## config.mk

```make
export PLATFORM = sky130hd
export DESIGN_NAME = mealy_seq_detector
export DESIGN_NICKNAME = d
export VERILOG_FILES = /design/src/rtl/mealy_seq_detector.sv
export SDC_FILE = /design/constraint.sdc
export NUM_CORES = 1
export LEC_CHECK = 0
export CAP_MARGIN = 20
export CORE_AREA = 5 5 42 44
export CTS_CLUSTER_SIZE = 40
export DETAILED_ROUTE_END_ITERATION = 6
export DIE_AREA = 0 0 47 49
export SYNTH_ARGS = -nofsm -noshare
export SYNTH_HDL_FRONTEND = slang
export SYNTH_SLANG_ARGS = --single-unit
```

## constraint.sdc

```tcl
create_clock -name clk -period 0.9 [get_ports clk]
set_input_delay 0.18 -clock clk [delete_from_list [all_inputs] [get_ports clk]]
set_output_delay 0.18 -clock clk [all_outputs]
set_load 0.05 [all_outputs]
```

## src/rtl/mealy_seq_detector.sv

```systemverilog
// Parametrised Mealy serial sequence detector with KMP-style progress tracking.
// Optional saturating match counter is built only when SEQ_DET_MATCH_CNT_EN is defined.
module mealy_seq_detector #(
  parameter int                 SEQ_LEN = 3,
  parameter logic [SEQ_LEN-1:0] SEQ     = 3'b011,
  parameter bit                 OVERLAP = 1'b1,
  parameter int                 CNT_W   = 8
) (
  input  logic                       clk,
  input  logic                       reset_n,
  input  logic                       en,
  input  logic                       clr,
  input  logic                       x,
  output logic                       y,
  output logic [$clog2(SEQ_LEN)-1:0] state_o,
  output logic [CNT_W-1:0]           match_count
);

  localparam int SW = $clog2(SEQ_LEN);
  localparam int NS = 1 << SW;

  typedef logic [SW-1:0] state_t;

  // Longest prefix of SEQ (at most max_k bits) that is a suffix of the first
  // s pattern bits followed by b. Pattern bit i in arrival order is SEQ[SEQ_LEN-1-i].
  function automatic int kmp_next(input int s, input logic b, input int max_k);
    int   best;
    int   idx;
    logic ok;
    logic tbit;
    best = 0;
    for (int k = 1; k <= SEQ_LEN; k++) begin
      if (k <= max_k && k <= s + 1) begin
        ok = 1'b1;
        for (int j = 0; j < SEQ_LEN; j++) begin
          if (j < k) begin
            idx  = s + 1 - k + j;
            tbit = (idx == s) ? b : SEQ[SEQ_LEN-1-idx];
            if (tbit != SEQ[SEQ_LEN-1-j]) ok = 1'b0;
          end
        end
        if (ok) best = k;
      end
    end
    return best;
  endfunction

  if (SEQ_LEN < 2 || SEQ_LEN > 16) begin : g_bad_len
    $error("mealy_seq_detector: SEQ_LEN must be in 2..16");
  end
  if (CNT_W < 1) begin : g_bad_cnt
    $error("mealy_seq_detector: CNT_W must be at least 1");
  end

  localparam int     OVL_INT    = kmp_next(SEQ_LEN - 1, SEQ[0], SEQ_LEN - 1);
  localparam state_t LAST       = state_t'(SEQ_LEN - 1);
  localparam state_t MATCH_NEXT = OVERLAP ? state_t'(OVL_INT) : '0;

  state_t nxt0 [NS];
  state_t nxt1 [NS];

  // Unreachable codes (SEQ_LEN not a power of two) fall back to state 0.
  for (genvar g = 0; g < NS; g++) begin : g_tbl
    if (g < SEQ_LEN) begin : g_live
      localparam int LIM = (g + 1 < SEQ_LEN - 1) ? g + 1 : SEQ_LEN - 1;
      localparam int N0  = kmp_next(g, 1'b0, LIM);
      localparam int N1  = kmp_next(g, 1'b1, LIM);
      assign nxt0[g] = state_t'(N0);
      assign nxt1[g] = state_t'(N1);
    end else begin : g_dead
      assign nxt0[g] = '0;
      assign nxt1[g] = '0;
    end
  end

  state_t state_q;
  state_t state_d;
  logic   hit;

  always_ff @(posedge clk) begin
    if (!reset_n) state_q <= '0;
    else          state_q <= state_d;
  end

  always_comb begin
    state_d = state_q;
    hit     = en && !clr && (state_q == LAST) && (x == SEQ[0]);
    if (clr) begin
      state_d = '0;
    end else if (en) begin
      if (hit)    state_d = MATCH_NEXT;
      else if (x) state_d = nxt1[state_q];
      else        state_d = nxt0[state_q];
    end
  end

  assign y       = reset_n & hit;
  assign state_o = state_q;

`ifdef SEQ_DET_MATCH_CNT_EN
  logic [CNT_W-1:0] cnt_q;

  always_ff @(posedge clk) begin
    if (!reset_n)                cnt_q <= '0;
    else if (clr)                cnt_q <= '0;
    else if (y && (cnt_q != '1)) cnt_q <= cnt_q + 1'b1;
  end

  assign match_count = cnt_q;
`else
  assign match_count = '0;
`endif

endmodule

```

Yosys cells after proc, flatten, opt, wreduce, memory -nomap -nowiden
Cells that the tools add are included.
- bits in registers: 2
- input port bits: 5
- output and inout bits: 11
- word-level logic and storage cells: 19
- $lt $le $gt $ge: 1
- eq/ne operators: 1
- multiplexer cells: 8
- bitwise logic cells: 3
- reductions and logical operators: 5
- operators by type and width (cell ; count):
    $mux W2 ; 6
    $bmux W2 S2 ; 2
    $ge A3 B3 Y1 const B ; 1
    $logic_and A1 B1 Y1 ; 3
    $not A2 Y3 ; 1
    $eq A2 B2 Y1 const B ; 1
    $reduce_or A2 Y1 ; 1
    $and A1 B1 Y1 ; 1
    $logic_not A1 Y1 ; 1
    $not A1 Y1 ; 1

Depth between registers and ports, before layout
- depth after elaboration: 6
- mapped depth: 3
- gate-level depth less buffers: 3

Worst setup path before layout
No wires, ideal clock.
- path kind: reg-to-output
- start: register state_q[1] (netlist: state_o[1])
- end: output port y
- arrival: 1466 ps
- data required time: 720 ps
- path slack: -746 ps
- stages on the path, launching flop included: 3
- path buffers: 0
- cell sequence: dfxtp_1 -> nand4b_1 -> nor2_1
- word-level cells in the longest chain between the ends: 4
- ends and longest elaborated chain (item ; RTL line ; source):
    from (decl) ; 76 ; state_t state_q;
    from (signal assigned) ; 82 ; else state_q <= state_d;
    $eq A2 B2 Y1 ; 87 ; hit = en && !clr && (state_q == LAST) && (x == SEQ[0]);
    $logic_and A1 B1 Y1 (2 in a row) ; 87 ;
    $and A1 B1 Y1 ; 97 ; assign y = reset_n & hit;
    to (decl) ; 14 ; output logic y,
No other way between the ends.

Worst setup path after layout
- start: register state_q[0] (netlist: state_o[0])
- end: output port y
Same word-level chain as after synthesis.

==> out/results.ini <==
[status]
status=finished, violations left
violations=negative setup slack

[worst_setup_path]
crit_path_end_kind=output port
cp.required_ps=720
max_stage_delay_ps=330
cp_slowest_cell=dfxtp_4
criticalPathCategory=reg2out
timing.rr.start=state_o[0]$_SDFFE_PP0P_
crit_start=state_o[0]$_SDFFE_PP0P_
crit_chain=nand4b_1, nor2_4, buf_12
cp_data_arrival_time_ps=1060
r2r_end=state_o[1]$_SDFFE_PP0P_
cp_max_fo=2
r2r_cells=5
cp-start-kind=register
cp-endpoint=y
regToRegSetupSlack_ps=-100

[pwr]
netSwitchingPower_uw=151
p_total_uw=422
p_seq_share_pct=20.7
pwr-share-comb_pct=32.0
power_switching_share_pct=35.8
ir_drop_uv=284
leakagePower_nw=0.154
p_int_uw=271
powerDensity_nw_per_um2=1200
clkPwrFrac_pct=47.3

[final_layout]
multiInputGateArea_sq_um=110
final_cell_mix=conb_1 (8), buf_4 (4), clkbuf_4 (3), buf_12 (3)
nets=42
area_growth_pct=114
final_common_cell=conb_1
largest_register_ffs=2
fillers=163
drive_above_1_share_pct=54.3
fin_cells=51
seq_area_sq_um=47.5
n_antenna_cell=0

[floorplanning]
io_pins=16
die_area_sq_um=2300
die_w_microns=47
row_count=14
start_util_pct=11.7
coreArea_sq_um=1400
die_h_microns=49

[logic_synthesis]
avgSynthCellArea_sq_um=8.20
seq_area_frac_synth_pct=24.4
ys.warnings.count=0
ys_ff_latch=2
synth_cell_types=11
synth_area_sq_um=164
synthCells=20

[detailed_routing]
drt_iter0_drc=0
wirelength_microns=458
antenna_left=0
first_pass_iters=1
routedWlPerCell_microns=8.98
via_count=165
drc=0
vias_per_cell=3.24

[sta]
fmax_mhz=804
hold_viol_final=0
fin_worst_skew_ps=2.09
worst_slack_ps=-343
fin_crit_ps=1240
timing.final.crit_share_pct=138
rsz0062_at_grt=true
slew_viol_final=0
setup_viol=5

[clock_tree]
cts_buffers=3
cts_tree=done
htree_levels=1
cts_hold_buf=0
clkLatencyLatePin_ps=220
cts.sink_count=2
root_buffer=clkbuf_4
clkSlewWorstSetupHoldPaths_ps=30
clockBufferDepth=2

[grt]
grt_overflow_total=0
antenna_found_initial=0
first_global_vias=173
grt_usage_pct=4.85
grt_first_pass_wirelength_microns=676
grt_max_degree=5

[placed_design]
hpwl_microns=321
gp_congestion=0.727
dp_cells=47
pre_cts_ws_ps=-414
numPortBuffers=7

[min_path]
hold_path_class=in2reg

[flow_run]
drv_cap=0

-- layer usage --
| metal | vias to the layer above | GRT usage (%) | wire length [microns] |
|---|---|---|---|
| met5 | - | 0 | 0 |
| met4 | 0 | 8.29 | 0 |
| met3 | 0 | 2.21 | 46 |
| met2 | 10 | 5.43 | 265 |
| met1 | 74 | 4.60 | 146 |
| li1 | 81 | - | - |
-- worst min path at each step --
stage / startpoint / end / slack (ps) / depth (start not counted)
CTS: en / state_o[0]$_SDFFE_PP0P_ / 480 / 4
finish: en / state_o[0]$_SDFFE_PP0P_ / 500 / 4
global route: en / state_o[1]$_SDFFE_PP0P_ / 510 / 4
global placement: state_o[0]$_SDFFE_PP0P_ / state_o[0]$_SDFFE_PP0P_ / 620 / 3
detailed placement: state_o[0]$_SDFFE_PP0P_ / state_o[0]$_SDFFE_PP0P_ / 630 / 3
floorplan: en / state_o[0]$_SDFFE_PP0P_ / 330 / 2
-- worst max-delay path: cells and delay by family (launching register included) --
kind,cells,cell delay (ps)
simple gates,2,370
flops,1,330
buf+inv,1,140
-- power by group through the flow --
stage                     Sequential (mW)  Clock [mW]  Combinational, mW
after floorplan                    0.0949           0              0.109
after global placement             0.0880           0              0.130
after detailed placement           0.0882           0              0.130
after CTS                          0.0870       0.213              0.128
after global routing               0.0872       0.240              0.142
final                              0.0872       0.200              0.135
-- cells in the mapped netlist (all sizes together) --
cell / instances / area [sq um]
nand3: 1 / 5.00
mux2: 1 / 11.3
nand4b: 1 / 8.76
nor2: 3 / 13.8
nand2b: 1 / 6.26
conb: 1 / 3.75
a21oi: 1 / 5.00
buf: 8 / 60.1
dfxtp: 2 / 40.0
mux2i: 1 / 10.0
-- through the flow --
stage	setup TNS (ps)	utilization (%)	area, sq um	hold slack, ps
global route	-1010	25.0	350	515
global placement	-1000	21.6	303	620
floorplan	-232	-	205	330
finish	-773	25.0	350	498
CTS	-608	23.3	327	479
detailed placement	-1010	21.6	303	634
-- what timing repair did --
| action | in CTS | in global routing |
|---|---|---|
| endpoints found under the setup margin | 5 | 5 |
| hold endpoints to repair | 0 | 0 |
| cloned | 0 | 0 |
| setup buffers | 0 | 2 |
| gates resized for setup | 3 | 5 |
| pin swaps | 2 | 2 |
-- cells by family after synthesis --
logic type / synth area share, %
buffers and inverters: 36.6
and+or+nand+nor: 20.6
muxes: 13.0
DFF: 24.4
AOI/OAI and AO/OA: 3.05
other: 2.29
-- layout make-up --
type	instances	share of cell area [%]
Multi-Input combinational cell	17	31.4
Tap cell	16	5.71
Clock buffer	3	6.43
Timing Repair Buffer	13	42.9
Sequential cell	2	13.6
Note: power is estimated with default switching activity, not from simulation.
